`src/rtl/soa_arbiter.sv`:
```
// Round-robin arbiter that feeds NREQ requesters into one shared set-one adder
// through a two-stage (operand register, result register) valid/ready pipeline.

module soa_add #(
  parameter int unsigned LOG2_WIDTH = 4,
  parameter int unsigned WIDTH      = 2**LOG2_WIDTH,
  parameter int unsigned M          = 8
) (
  input  logic [LOG2_WIDTH+WIDTH-2:0] op1,
  input  logic [LOG2_WIDTH+WIDTH-2:0] op2,
  output logic [WIDTH-2:0]            x_c,
  output logic [LOG2_WIDTH:0]         k_c
);
  localparam int unsigned OPW = LOG2_WIDTH + WIDTH - 1;
  localparam int unsigned HW  = OPW - M + 1;

  logic [HW-1:0] hi_c;
  logic [OPW:0]  sum_c;
  logic          unused_c;

  // Low M bits are forced to one; only their top bit pair feeds a carry upward.
  assign hi_c     = HW'(op1[OPW-1:M]) + HW'(op2[OPW-1:M]) + HW'(op1[M-1] & op2[M-1]);
  assign sum_c    = {hi_c, {M{1'b1}}};
  assign x_c      = sum_c[WIDTH-2:0];
  assign k_c      = sum_c[OPW:WIDTH-1];
  assign unused_c = ^{op1[M-2:0], op2[M-2:0]};
endmodule

module soa_arbiter #(
  parameter int unsigned LOG2_WIDTH = 4,
  parameter int unsigned WIDTH      = 2**LOG2_WIDTH,
  parameter int unsigned M          = 8,
  parameter int unsigned NREQ       = 4
) (
  input  logic                                    clk,
  input  logic                                    rst_n,
  input  logic                                    en,
  input  logic [NREQ-1:0]                         req_valid,
  output logic [NREQ-1:0]                         req_ready,
  input  logic [NREQ*(LOG2_WIDTH+WIDTH-1)-1:0]    req_op1,
  input  logic [NREQ*(LOG2_WIDTH+WIDTH-1)-1:0]    req_op2,
  output logic                                    out_valid,
  input  logic                                    out_ready,
  output logic [WIDTH-2:0]                        out_x,
  output logic [LOG2_WIDTH:0]                     out_k,
  output logic [$clog2(NREQ)-1:0]                 out_id,
  output logic [15:0]                             op_count,
  output logic                                    idle
);
  localparam int unsigned OPW = LOG2_WIDTH + WIDTH - 1;
  localparam int unsigned IDW = $clog2(NREQ);

  logic            b_adv_c, a_free_c, grant_c, found_c;
  logic [IDW-1:0]  gnt_id_c, scan_id_c, rr_ptr;
  logic            a_valid;
  logic [OPW-1:0]  a_op1, a_op2;
  logic [IDW-1:0]  a_id;
  logic [WIDTH-2:0]    soa_x_c;
  logic [LOG2_WIDTH:0] soa_k_c;

  assign b_adv_c  = !out_valid || out_ready;
  assign a_free_c = !a_valid || b_adv_c;
  assign grant_c  = en && a_free_c && (|req_valid);
  assign idle     = !a_valid && !out_valid;

  // First valid requester at or after rr_ptr, wrapping modulo NREQ.
  always_comb begin
    gnt_id_c  = '0;
    scan_id_c = '0;
    found_c   = 1'b0;
    for (int unsigned j = 0; j < NREQ; j++) begin
      scan_id_c = IDW'((32'(rr_ptr) + j) % NREQ);
      if (!found_c && req_valid[scan_id_c]) begin
        found_c  = 1'b1;
        gnt_id_c = scan_id_c;
      end
    end
  end

  assign req_ready = (rst_n && grant_c) ? (NREQ'(1) << gnt_id_c) : '0;

  soa_add #(
    .LOG2_WIDTH (LOG2_WIDTH),
    .WIDTH      (WIDTH),
    .M          (M)
  ) u_soa (
    .op1 (a_op1),
    .op2 (a_op2),
    .x_c (soa_x_c),
    .k_c (soa_k_c)
  );

  // Stage A refills on a grant; the result register advances whenever it can drain.
  always_ff @(posedge clk or negedge rst_n) begin
    if (!rst_n) begin
      a_valid   <= 1'b0;
      a_op1     <= '0;
      a_op2     <= '0;
      a_id      <= '0;
      rr_ptr    <= '0;
      out_valid <= 1'b0;
      out_x     <= '0;
      out_k     <= '0;
      out_id    <= '0;
      op_count  <= '0;
    end else begin
      if (grant_c) begin
        a_valid <= 1'b1;
        a_op1   <= req_op1[gnt_id_c*OPW +: OPW];
        a_op2   <= req_op2[gnt_id_c*OPW +: OPW];
        a_id    <= gnt_id_c;
        rr_ptr  <= IDW'((32'(gnt_id_c) + 32'd1) % NREQ);
      end else if (b_adv_c) begin
        a_valid <= 1'b0;
      end
      if (b_adv_c) begin
        out_valid <= a_valid;
        if (a_valid) begin
          out_x  <= soa_x_c;
          out_k  <= soa_k_c;
          out_id <= a_id;
        end
      end
      if (out_valid && out_ready) begin
        op_count <= op_count + 16'd1;
      end
    end
  end
endmodule

```
`config.mk`:
```
export PLATFORM = sky130hd
export DESIGN_NAME = soa_arbiter
export DESIGN_NICKNAME = d
export VERILOG_FILES = /design/src/rtl/soa_arbiter.sv
export SDC_FILE = /design/constraint.sdc
export NUM_CORES = 1
export LEC_CHECK = 0
export BUFFER_PORTS_ARGS = -buffer_cell sky130_fd_sc_hd__clkbuf_2
export CORE_ASPECT_RATIO = 1.1
export CORE_UTILIZATION = 45
export DETAILED_ROUTE_END_ITERATION = 7
export HOLD_SLACK_MARGIN = 0.12
export PLACE_DENSITY = 0.82
export SLEW_MARGIN = 20
export SYNTH_ARGS = -nofsm -noshare
export SYNTH_HDL_FRONTEND = slang
export SYNTH_SLANG_ARGS = --single-unit
```
`constraint.sdc`:
```
create_clock -name clk -period 2.3 [get_ports clk]
set_input_delay 0.46 -clock clk [delete_from_list [all_inputs] [get_ports clk]]
set_output_delay 0.46 -clock clk [all_outputs]
set_load 0.02 [all_outputs]
```
==> qor.txt <==
run status: finished, violations left
failing checks: setup timing
slowest CP cell: dfrtp_2
CP arrival: 1.93 ns
Synth Instances: 364
worst-path maximum fanout: 5
Post-DP HPWL: 6865 um
PortBufs: 147
via/cell ratio: 5.259
required time worst endpoint: 1.84 ns
WHS: 0.3208 ns
Max IR drop VDD: 517.4 uV
layout net count: 697
initial core utilization: 0.4684
Synth Area per Inst: 10.24 um^2
CTS tree: done
share of cells above drive strength 1: 0.3962
routed wl met2: 4819 um
Async S/R FF share, synth: 1.000
Synth Net Count: 541
WL met3: 437 um
Synth Register Bits: 61
first-pass GRT wire length: 15040 um
P_leak: 2.502 nW
period utilization: 1.041
Die W: 88.76 um
RePlAce Congestion: 0.8218
top layer in use: met4
Final Hold Viols: 0
vias in the first global route: 3370
largest net degree at the start of global routing: 47
Post-synth EDFFs: 0
first-pass detailed-route iteration total: 4
Wirelength per Cell: 14.86 um
top_reg_cell synth: dfrtp_1
# rows: 34
met1 WL: 3940 um
CP max stage delay: 0.41 ns
max-slew violations: 0
MaxCap Viol Count: 0
P&R area growth vs syn: 32.00%
Buf/Inv on CP: 2
Hold WC Path Type: in -> async
Max Freq: 417.8 MHz
Slew @ Worst Pin: 0.6509 ns
Synth Cell Area: 3726 um^2
Root Buffer: clkbuf_8
antenna-violating nets left: 0
Slew headroom: 0.5646
clk_lat worst skew: 0.34 ns
routed wire length: 9409 um
grt ovf: 0
initial antenna violation count: 0
CTS max path bufs: 2
Clock transition at path regs: 0.07 ns
Worst Path Class, Setup: reg -> out
Tot GR Track Use: 0.2241
die footprint: 8648 um^2
final instance area: 4918 um^2
CP top delay family: simple AND/OR/NAND/NOR gates
Cell variety after synth: 49
final setup TNS: -0.3332 ns
ant diodes: 0
post-route worst setup slack: -0.09372 ns
DR vias: 3329
residual DRC count: 0
PD cells: 1082 nW/um^2
CP Cell Sequence: mux2i_2 -> nor2_2 -> nor3_4 -> buf_4 -> ha_4 -> and3_4 -> buf_8
Core Region: 7955 um^2
Die Height: 97.44 um
htree depth: 3
post-synthesis sequential area ratio: 0.4097
clock sink count: 61
minimum clock period: 2.394 ns
TritonCTS Buffers: 9
Yosys warning count: 0
DR iter-0 viols: 235
unrepaired setup endpoints after global routing: true
Startpoint Class: flop
setup violators final: 5
IO Count: 204
type of destination of the critical path: primary output
Placement Cell Area: 4473 um^2
clock skew: 0.01150 ns
[power by group]
| part | switching [mW] | internal [mW] | total, mW |
|---|---|---|---|
| registers | 0.271 | 1.43 | 1.70 |
| logic | 1.39 | 1.15 | 2.54 |
| clock network | 0.460 | 0.615 | 1.07 |
| total | 2.12 | 3.20 | 5.32 |
[kinds of logic after synthesis]
group | share of synthesized area
and+or+nand+nor | 0.1541
DFF | 0.4097
muxes | 0.1347
buffers and inverters | 0.06078
AOI/OAI and AO/OA | 0.1303
xor gates and xnor gates | 0.04936
adders and majority gates | 0.06112
[repair_timing]
action,CTS,global route
buffers inserted,10,3
resized for setup,9,21
endpoints found under the setup margin,4,30
hold endpoints to repair,15,0
pin swaps,2,5
hold buffers,1,0
[flip-flops by register name (all words and copies together), names as in the netlist]
register	cells
a_id	2
a_op1	12
a_op2	12
a_valid	1
op_count	16
out_id	2
out_k	5
out_valid	1
out_x	8
rr_ptr	2
[Yosys cell counts, types with 2 or more instances]
cell / instances / share of area
dfrtp_1: 61 / 0.41
nand2_1: 60 / 0.060
mux2i_1: 49 / 0.13
o221ai_1: 25 / 0.059
ha_1: 15 / 0.050
xnor2_1: 15 / 0.035
nand3_1: 14 / 0.019
o21ai_0: 13 / 0.017
nor2_1: 11 / 0.011
buf_6: 9 / 0.027
inv_1: 9 / 0.0091
and3_1: 8 / 0.013
buf_4: 8 / 0.016
a21oi_1: 7 / 0.0094
nand2b_1: 7 / 0.012
xor2_1: 6 / 0.014
buf_2: 4 / 0.0054
a21o_1: 3 / 0.0060
nand4_1: 3 / 0.0050
nor2b_1: 3 / 0.0050
nor3_1: 3 / 0.0040
a21oi_2: 2 / 0.0047
clkbuf_1: 2 / 0.0020
fa_1: 2 / 0.011
[metal layers]
layer / up-vias / global-route usage
li1: 1625 / -
met1: 1573 / 0.2862
met2: 112 / 0.3669
met3: 19 / 0.03653
met4: 0 / 0.1017
met5: - / 0
[final timing paths]
| path | slack, ns | startpoint | to | cells after the start |
|---|---|---|---|---|
| hold / removal | 0.32 | rst_n | a_op2[8] | 2 |
| max in group asynchronous | 1.06 | rst_n | rr_ptr[1] | 2 |
| setup / recovery | -0.09 | rr_ptr[1] | req_ready[3] | 7 |
| setup reg to reg | 0 | rr_ptr[1] | a_op1[17] | 12 |
| hold reg to reg | 0.47 | op_count[15] | op_count[15] | 1 |
| min in group clk | 0.37 | en | a_valid | 3 |
[per-stage QoR]
step | util | total power, mW | worst slack [ns] | std cells
2_1_floorplan | - | 3.414 | 0.2483 | 364
3_3_place_gp | 0.5623 | 3.940 | 0.09947 | 603
3_5_place_dp | 0.5623 | 4.023 | 0.03542 | 603
4_1_cts | 0.6054 | 5.210 | -0.06573 | 630
5_1_grt | 0.6183 | 5.693 | -0.1540 | 633
6_report | 0.6183 | 5.320 | -0.09372 | 633
[layout by cell type (no fill, tap or decap), types with 3 or more instances in the layout]
cell type  instances
clkbuf_2         142
nand2_1           60
dfrtp_1           60
mux2i_1           48
o221ai_1          24
buf_4             18
xnor2_1           15
nand3_1           14
o21ai_0           13
ha_1              11
nor2_1            10
inv_1              9
clkbuf_8           9
nand2b_1           7
a21oi_1            7
xor2_1             6
and3_1             5
and3_4             3
a21o_1             3
nor3_1             3
nand4_1            3
buf_8              3
[final cells by class]
cell class	instances	area, um^2
clock buffer	9	123.9
clock inverter	7	98.84
fill	666	3037
inverter	10	37.54
multi-input combinational	270	2047
sequential	61	1528
tap	108	135.1
timing repair buffer	168	948.4
Power figures use the tool's default switching activity.
